[config.mk]
export PLATFORM = sky130hd
export DESIGN_NAME = sdf_r2_stage_ctrl
export DESIGN_NICKNAME = d
export VERILOG_FILES = /design/src/rtl/sdf_r2_stage_ctrl_pkg.sv /design/src/rtl/sdf_r2_stage_ctrl_w32_rom.sv /design/src/rtl/sdf_r2_stage_ctrl.sv
export SDC_FILE = /design/constraint.sdc
export NUM_CORES = 1
export LEC_CHECK = 0
export CAP_MARGIN = 20
export CORE_AREA = 3 3 71 73
export DETAILED_ROUTE_END_ITERATION = 8
export DIE_AREA = 0 0 74 76
export PLACE_DENSITY = 0.78
export REMOVE_ABC_BUFFERS = 1
export SLEW_MARGIN = 15
export SYNTH_ARGS = -nofsm -noshare
export SYNTH_HDL_FRONTEND = slang
export SYNTH_SLANG_ARGS = --single-unit
[constraint.sdc]
create_clock -name clk -period 3.45 [get_ports clk]
set_clock_uncertainty 0.1 [all_clocks]
set_input_delay 0.345 -clock clk [delete_from_list [all_inputs] [get_ports clk]]
set_output_delay 0.345 -clock clk [all_outputs]
set_load 0.02 [all_outputs]
[src/rtl/sdf_r2_stage_ctrl_pkg.sv]
// Shared definitions for the radix-2 SDF stage controllers: butterfly mode
// encodings, the Q1.6 W32 twiddle table and the set of supported stage depths.
package sdf_r2_stage_ctrl_pkg;

    typedef enum logic [1:0] {
        ST_IDLE  = 2'b00,
        ST_FILL  = 2'b01,
        ST_BFLY  = 2'b10,
        ST_DRAIN = 2'b11
    } state_e;

    // Twiddle components are Q1.6: 1.0 is represented as 64.
    localparam int TW_ROM = 8;
    localparam int W_ONE  = 64;

    // W32^e = cos(2*pi*e/32) - j*sin(2*pi*e/32), rounded to nearest, e = 0..15.
    localparam logic signed [TW_ROM-1:0] W32_RE [16] = '{
         8'sd64,  8'sd63,  8'sd59,  8'sd53,  8'sd45,  8'sd36,  8'sd24,  8'sd12,
         8'sd0,  -8'sd12, -8'sd24, -8'sd36, -8'sd45, -8'sd53, -8'sd59, -8'sd63
    };
    localparam logic signed [TW_ROM-1:0] W32_IM [16] = '{
         8'sd0,  -8'sd12, -8'sd24, -8'sd36, -8'sd45, -8'sd53, -8'sd59, -8'sd63,
        -8'sd64, -8'sd63, -8'sd59, -8'sd53, -8'sd45, -8'sd36, -8'sd24, -8'sd12
    };

    // Feedback depths of the five stages of the 32-point pipeline.
    localparam int N_LEGAL = 5;
    localparam int LEGAL_DELAYS [N_LEGAL] = '{16, 8, 4, 2, 1};

    function automatic bit is_legal_delay(input int d);
        for (int k = 0; k < N_LEGAL; k++) begin
            if (LEGAL_DELAYS[k] == d) return 1'b1;
        end
        return 1'b0;
    endfunction

endpackage

[src/rtl/sdf_r2_stage_ctrl_w32_rom.sv]
// Combinational W32 twiddle lookup: exponent e -> (WN_r, WN_i) in Q1.6.
module sdf_r2_stage_ctrl_w32_rom
    import sdf_r2_stage_ctrl_pkg::*;
(
    input  logic        [3:0]        e,
    output logic signed [TW_ROM-1:0] wn_r,
    output logic signed [TW_ROM-1:0] wn_i
);

    // Table lookup, no state.
    always_comb begin
        wn_r = W32_RE[e];
        wn_i = W32_IM[e];
    end

endmodule

[src/rtl/sdf_r2_stage_ctrl.sv]
// Sequencer for one radix-2 single-path delay-feedback FFT stage. Registers the
// sample stream and, aligned with it, the butterfly mode, twiddle and valid.
module sdf_r2_stage_ctrl
    import sdf_r2_stage_ctrl_pkg::*;
#(
    parameter int DELAY = 8,
    parameter int DW    = 14,
    parameter int TW    = 8
) (
    input  logic                 clk,
    input  logic                 rst_n,
    input  logic                 valid_i,
    input  logic signed [DW-1:0] data_in_r,
    input  logic signed [DW-1:0] data_in_i,
    output logic                 valid_o,
    output logic        [1:0]    state,
    output logic signed [DW-1:0] data_out_r,
    output logic signed [DW-1:0] data_out_i,
    output logic signed [TW-1:0] WN_r,
    output logic signed [TW-1:0] WN_i,
    output logic                 err_o
);

    localparam int            PW       = (DELAY > 1) ? $clog2(DELAY) : 1;
    // An unsupported depth degrades to a unity twiddle rather than a bogus exponent.
    localparam int            E_STEP   = is_legal_delay(DELAY) ? (16 / DELAY) : 0;
    localparam logic [PW-1:0] POS_LAST = PW'(DELAY - 1);

    state_e               state_q, state_d;
    logic [PW-1:0]        pos_q, pos_d;
    logic                 carry_q, carry_d;     // current FILL/DRAIN phase outputs stored differences
    logic                 vld_out_q, vld_out_d;
    logic                 err_q, err_d;
    logic signed [DW-1:0] dat_r_q, dat_r_d;
    logic signed [DW-1:0] dat_i_q, dat_i_d;
    logic signed [TW-1:0] wn_r_q, wn_r_d;
    logic signed [TW-1:0] wn_i_q, wn_i_d;

    logic                     pos_last;
    logic                     diff_phase;
    logic [3:0]               e_idx;
    logic signed [TW_ROM-1:0] rom_r, rom_i;

    // Phase sequencing: mode and position of the sample being registered this cycle.
    always_comb begin
        // NOTE: every always_comb output gets a default first so no path can infer a latch.
        state_d  = state_q;
        pos_d    = pos_q;
        carry_d  = carry_q;
        pos_last = (pos_q == POS_LAST);
        unique case (state_q)
            ST_IDLE: begin
                pos_d = '0;
                if (valid_i) begin
                    state_d = ST_FILL;
                    carry_d = 1'b0;
                end
            end
            ST_FILL: begin
                if (pos_last) begin
                    state_d = ST_BFLY;
                    pos_d   = '0;
                end else begin
                    pos_d = pos_q + PW'(1);
                end
            end
            ST_BFLY: begin
                if (pos_last) begin
                    state_d = valid_i ? ST_FILL : ST_DRAIN;
                    carry_d = 1'b1;
                    pos_d   = '0;
                end else begin
                    pos_d = pos_q + PW'(1);
                end
            end
            ST_DRAIN: begin
                if (pos_last) begin
                    state_d = valid_i ? ST_FILL : ST_IDLE;
                    carry_d = 1'b0;
                    pos_d   = '0;
                end else begin
                    pos_d = pos_q + PW'(1);
                end
            end
            default: begin
                state_d = ST_IDLE;
                pos_d   = '0;
            end
        endcase
    end

    // Registered outputs derived from the next phase so they line up with data_out.
    always_comb begin
        err_d      = (((state_d == ST_FILL) || (state_d == ST_BFLY)) && !valid_i)
                   || ((state_d == ST_DRAIN) && valid_i);
        diff_phase = ((state_d == ST_FILL) || (state_d == ST_DRAIN)) && carry_d;
        vld_out_d  = (state_d == ST_BFLY) || diff_phase;
        // e = 0 yields (64,0), so non-difference cycles need no separate mux.
        e_idx      = diff_phase ? 4'(int'(pos_d) * E_STEP) : 4'd0;
        wn_r_d     = TW'(rom_r);
        wn_i_d     = TW'(rom_i);
        dat_r_d    = err_d ? '0 : data_in_r;
        dat_i_d    = err_d ? '0 : data_in_i;
    end

    sdf_r2_stage_ctrl_w32_rom u_rom (
        .e    (e_idx),
        .wn_r (rom_r),
        .wn_i (rom_i)
    );

    // State and output registers; reset abandons any block in progress.
    always_ff @(posedge clk or negedge rst_n) begin
        // NOTE: sequential state uses non-blocking assignments so all flops update together.
        if (!rst_n) begin
            state_q   <= ST_IDLE;
            pos_q     <= '0;
            carry_q   <= 1'b0;
            vld_out_q <= 1'b0;
            err_q     <= 1'b0;
            dat_r_q   <= '0;
            dat_i_q   <= '0;
            wn_r_q    <= TW'(W_ONE);
            wn_i_q    <= '0;
        end else begin
            state_q   <= state_d;
            pos_q     <= pos_d;
            carry_q   <= carry_d;
            vld_out_q <= vld_out_d;
            err_q     <= err_d;
            dat_r_q   <= dat_r_d;
            dat_i_q   <= dat_i_d;
            wn_r_q    <= wn_r_d;
            wn_i_q    <= wn_i_d;
        end
    end

    assign valid_o    = vld_out_q;
    assign state      = state_q;
    assign data_out_r = dat_r_q;
    assign data_out_i = dat_i_q;
    assign WN_r       = wn_r_q;
    assign WN_i       = wn_i_q;
    assign err_o      = err_q;

endmodule
# After elaboration in Yosys (flattened, before gate mapping)

Memory sizes are Yosys's and may differ from the RTL's. A register that Yosys moved wholly into a read port is not among the register bits.
Cells that the tools add are included.
Widths: inputs -> output; s select.

Register bits after elaboration: 36
Memory bits (read-only): 256
Output and inout port bits: 48
Word-level logic and storage cells: 46
Memories: 2

$add $sub $neg: 1
Equality and inequality tests: 7
Multiplexer cells: 16
Bitwise operators: 1
Reduce and logical (&&, ||, !) cells: 12

Memories:

| memory          | depth | width | rd ports | clocked after memory_dff | write ports | RTL line                        | RTL |
|---|---|---|---|---|---|---|---|
| (no name shown) | 16    | 8     | 1        | 1                        | 0           | sdf_r2_stage_ctrl_w32_rom.sv:13 | `wn_i = W32_IM[e];` |
| (no name shown) | 16    | 8     | 1        | 1                        | 0           | sdf_r2_stage_ctrl_w32_rom.sv:12 | `wn_r = W32_RE[e];` |

Operators with widths:

| operator            | count |
|---|---|
| $mux 14             | 2 |
| $mux 2              | 5 |
| $eq 2x2->1 const B  | 4 |
| $pmux 2 s4          | 1 |
| $pmux 3 s2          | 1 |
| $not 4->5           | 1 |
| $eq 2x1->1 const B  | 2 |
| $logic_or 1x1->1    | 4 |
| $mux 1              | 4 |
| $mux 4              | 1 |
| $add 3x1->3 const B | 1 |
| $eq 3x3->1 const B  | 1 |
| $logic_and 1x1->1   | 3 |
| $logic_not 1->1     | 3 |
| $mux 3              | 1 |
| $pmux 1 s3          | 1 |
| $reduce_or 3->1     | 1 |
| $logic_not 2->1     | 1 |

# Longest topological paths before layout

Depth after elaboration: 8
Mapped depth: 13
Depth with buffers taken out: 13

# Modules after synthesis

Synthesis repeated with hierarchy kept, for this count alone.

Cells, all modules: 169
Area, all modules: 2113.3 um^2

By module, submodules not included:

| module                    | instances | cells an instance | area each (um^2) | sequential area each (um^2) |
|---|---|---|---|---|
| sdf_r2_stage_ctrl         | 1         | 117               | 1732.9           | 1302.5 |
| sdf_r2_stage_ctrl_w32_rom | 1         | 52                | 380.4            | 0.0 |

# Least setup slack after synthesis

Ideal clock, no wire load.

Path type: register -> register
Start point: reg pos_q[0]
End point: reg wn_r_q[0] (netlist: WN_r[0])
Data arrival time: 2.571 ns
Data required time: 3.225 ns
Path slack: 0.654 ns
Cell stages (with the launch flop): 11
Period minus slack after synthesis: 2.796 ns
Cells stage by stage: dfrtp_1 ha_1 ha_1 a31oi_1 ha_1 nor2_1 or3_4 nor2_1 nand2_1 ha_1 mux2_2

Cells in the longest elaborated chain, start to end: 8
Elaborated cells between the ends (all ways): 17
Those cells by class: add/sub: 1; eq/ne: 3; mux: 10; bitwise: 1; reduce/logical: 2

RTL lines:

| element                                  | RTL line                                                                  | RTL |
|---|---|---|
| start, declared                          | sdf_r2_stage_ctrl.sv:30                                                   | `logic [PW-1:0] pos_q, pos_d;` |
| start signal, assigned                   | sdf_r2_stage_ctrl.sv:127                                                  | `pos_q <= pos_d;` |
| $eq 3x3->1 (*)                           | sdf_r2_stage_ctrl.sv:50                                                   | `pos_last = (pos_q == POS_LAST);` |
| $mux 2 (on tied branches)                | sdf_r2_stage_ctrl.sv:77, sdf_r2_stage_ctrl.sv:60, sdf_r2_stage_ctrl.sv:68 |  |
| $pmux 2 s4 (*)                           | sdf_r2_stage_ctrl.sv:51                                                   | `unique case (state_q)` |
| named net state_d[0]                     | sdf_r2_stage_ctrl.sv:29                                                   | `state_e state_q, state_d;` |
| $eq 2x1->1 or $eq 2x2->1 (tied branches) | sdf_r2_stage_ctrl.sv:96                                                   | `diff_phase = ((state_d == ST_FILL) \|\| (state_d == ST_DRAIN)) && carry_d;` |
| $logic_or 1x1->1 (*)                     | sdf_r2_stage_ctrl.sv:96                                                   |  |
| $logic_and 1x1->1 (*)                    | sdf_r2_stage_ctrl.sv:96                                                   |  |
| $mux 4 (*)                               | sdf_r2_stage_ctrl.sv:99                                                   | `e_idx = diff_phase ? 4'(int'(pos_d) * E_STEP) : 4'd0;` |
| $not 4->5 (implied by the code) (*)      | sdf_r2_stage_ctrl_w32_rom.sv:12                                           |  |
| end, declared                            | sdf_r2_stage_ctrl.sv:36                                                   | `logic signed [TW-1:0] wn_r_q, wn_r_d;` |

Mark *: on every way through the listed nets, which the timed path passes. The rest lies on a longest branch.

# Worst setup path after layout

Start point: reg pos_q[0]
End point: reg wn_r_q[5] (netlist: WN_r[5])

Same word-level chain as after synthesis.

==> impl_metrics.ini <==
[die]
row_count = 24
core_area_um2 = 4410
fp.dieH_um = 76
initial_utilization_pct = 42.4
io_pins = 79
dieArea_um2 = 5620
die_x_um = 74

[clocking]
ctsLongestPathBuffers = 2
post-cts-setup-buffer-count = 0
post_cts_resized = 0
cts_tree = done
clk_transition_reported_paths_ns = 0.08
postCtsHoldBufs = 0
cts_root_buf = clkbuf_8
htree_levels = 2
clkSinkCount = 49
cts_inserted_buffers = 5
insertion_delay_ns = 0.28

[worst_setup_path]
crit_buf_inv = 0
cp_common_cell = ha_1
critPathRequiredTime_ns = 3.52
critPathTopFamily = adder cells
crit_path_end_kind = register
critPathLaunchType = register
critical_path_class = reg2reg
cp.arrival_ns = 3.15
cpMaxStageDelayCell = or3_4
path_cells = ha_1 -> ha_1 -> a211oi_1 -> a31oi_1 -> ha_1 -> nor2_1 -> or3_4 -> nor2_1 -> nand2_1 -> ha_1 -> mux2_2
cp_max_fo = 8
cpPeakStageDelay_ns = 0.38

[timing]
finalMaxSlewViolations = 0
rsz0062_at_grt = no
finalHoldWorstSlack_ns = -0.0336
setup_slack_ns = 0.371
max_slew_margin_pct = 60.2
max_freq_mhz = 325
post-route-min-period_ns = 3.08
worst_slew_pin_slew_ns = 0.597
final-setup-viol-count = 0
hold_viol = 48
period_share_pct = 89.2
tns_ns = 0

[power_and_ir_drop]
power.density_nw_per_um2 = 853
clockPowerShare_pct = 13.2
p_switching_uw = 893
peakVddDrop_v = 0.000419
total_power_mw = 2.37
internal_power_mw = 1.48
seqPwrFrac_pct = 36.2
leakage_nw = 1.28
combPwrFrac_pct = 50.6
netSwitchingFraction_pct = 37.7

[global_route]
grt_pass1_vias = 1406
antenna_found_initial = 0
overflow = 0
grt_max_degree = 50
track_usage_pct = 14.7
grt_pass1_wl_um = 6430

[finish]
num_antenna_cells = 0
multi_input_area_um2 = 586
syn2layout_area_growth_pct = 48.2
regArea_um2 = 1230
nets = 263
layout-drive-gt1-share_pct = 9.38
fillCellCount = 332

[placement]
io_buffers = 78
dp_hpwl_um = 2830
gp_congestion = 0.696
pre_cts_slack_ns = 0.187

[synth]
synth-seq-cells = 49
yosysSeqAreaShare_pct = 65.5
synth_top_family_by_area = simple AND/OR/NAND/NOR gates
synth_fa_ha_area_share_pct = 6.01
muxShareOfSynthArea_pct = 5.21
synth_area_um2 = 1870
synth_top_area_share_pct = 64.1
synthesis.yosys.warnings = 0
synth_xor_area_share_pct = 0
ys_types = 25
synthTopCellsByArea = dfrtp_1 64%, and2_1 10%, ha_1 6.0%
yosys.area_share.simple_pct = 16.7
avgSynthCellArea_um2 = 13.1
synth-compound-area-share_pct = 3.14
synth_top_area_cell = dfrtp_1
syn_inst = 143

[routing]
antenna_left = 0
vias = 1282
drc = 0
wire_per_inst_um = 13.4
viasPerCell = 4.64
drt-initial-drc-count = 38
firstDrtPassIters = 4
wl_um = 3690

[run_status]
violations = hold timing
status = finished with violations

[flow_run]
cap_violations = 0

[worst_hold_path]
hold_class = in2async
power groups by stage:
stage	Combinational (mW)	Sequential, mW	Clock, mW
4_1_cts	1.23	0.861	0.320
6_report	1.20	0.858	0.313
5_1_grt	1.32	0.883	0.353
3_5_place_dp	1.22	0.873	0
2_1_floorplan	0.402	1.11	0
3_3_place_gp	1.20	0.862	0
per-layer routing:
metal	track usage, %	share of wire [%]
met2	23.8	49
met1	15.9	36
met5	0	0
met4	4.35	0.73
met3	8.84	15
worst paths after layout:
check                      startpoint            end  slack, ns  cells past startpoint
setup / recovery             pos_q[0]        WN_r[5]       0.37                     11
hold / removal                  rst_n        WN_i[6]      -0.03                      1
setup reg to reg             pos_q[0]        WN_r[5]       0.37                     11
hold reg to reg              pos_q[0]       pos_q[0]       0.41                      1
max in group asynchronous       rst_n  data_out_r[7]       2.88                      1
min in group clk             pos_q[0]       pos_q[0]       0.41                      1
cell usage after synthesis (all sizes together):
cell and instances:
dfrtp 48, and2 30, ha 9, inv 8, mux2 6, nand2 6, a21oi 5, nor2 4
o21ai 4, buf 3, clkbuf 3, mux2i 3, nor3 3, and3 2, nand2b 2, or3 2
a211oi 1, a31oi 1, dfstp 1, nor3b 1, or2 1
layout by cell type (no fill, tap or decap):
cell type / instances
nor3_4: 1
clkbuf_1: 1
mux2_2: 6
buf_4: 2
dfrtp_1: 48
clkdlybuf4s50_1: 77
or3_1: 1
nor2_1: 4
nor3_1: 2
and2_1: 30
mux2i_1: 2
a21oi_1: 5
mux2i_2: 1
o21ai_0: 3
dfstp_2: 1
or2_2: 1
clkinv_2: 2
and3_1: 1
inv_1: 8
o21ai_1: 1
a31oi_1: 1
nor3b_1: 1
ha_1: 9
clkbuf_8: 5
or3_4: 1
a211oi_1: 1
and3_4: 1
nand2_1: 6
nand2b_1: 2
flip-flops by register name, indices dropped and copies added, names as in the netlist:
name	flops
WN_i	5
WN_r	8
carry_q	1
data_out_i	14
data_out_r	14
err_o	1
pos_q	3
state	2
valid_o	1
final cells by class:
cell class                      count  area share [%]
Sequential cell                    49            44.2
Timing Repair Buffer               79            28.3
Multi-Input combinational cell     80            21.1
Clock buffer                        6            2.61
Tap cell                           52            2.34
Inverter                            8            1.08
Clock inverter                      2           0.361
through the flow:
step / hold slack (ns) / util [%] / cell area (um^2) / instances
2_1_floorplan: -0.0506 / - / 1840 / 137
3_3_place_gp: 0.398 / 61.0 / 2690 / 268
3_5_place_dp: 0.408 / 61.0 / 2690 / 268
4_1_cts: 0.188 / 62.8 / 2770 / 276
5_1_grt: 0.000746 / 62.9 / 2780 / 276
6_report: -0.0336 / 62.9 / 2780 / 276
worst reg2reg max path, cell delays in order (launching register included):
cell and delay, ns:
dfrtp_1 0.36, ha_1 0.15, ha_1 0.29, a211oi_1 0.08
a31oi_1 0.35, ha_1 0.27, nor2_1 0.06, or3_4 0.38
nor2_1 0.18, nand2_1 0.13, ha_1 0.36, mux2_2 0.27
logic make-up after synthesis:
| kind of cell | Yosys count |
|---|---|
| buffers and inverters | 14 |
| AND/OR/NAND/NOR | 51 |
| multiplexers | 9 |
| adder cells (fa/ha/maj) | 9 |
| AO/OA/AOI/OAI | 11 |
| flip-flops | 49 |
(Power assumes the default switching activity.)
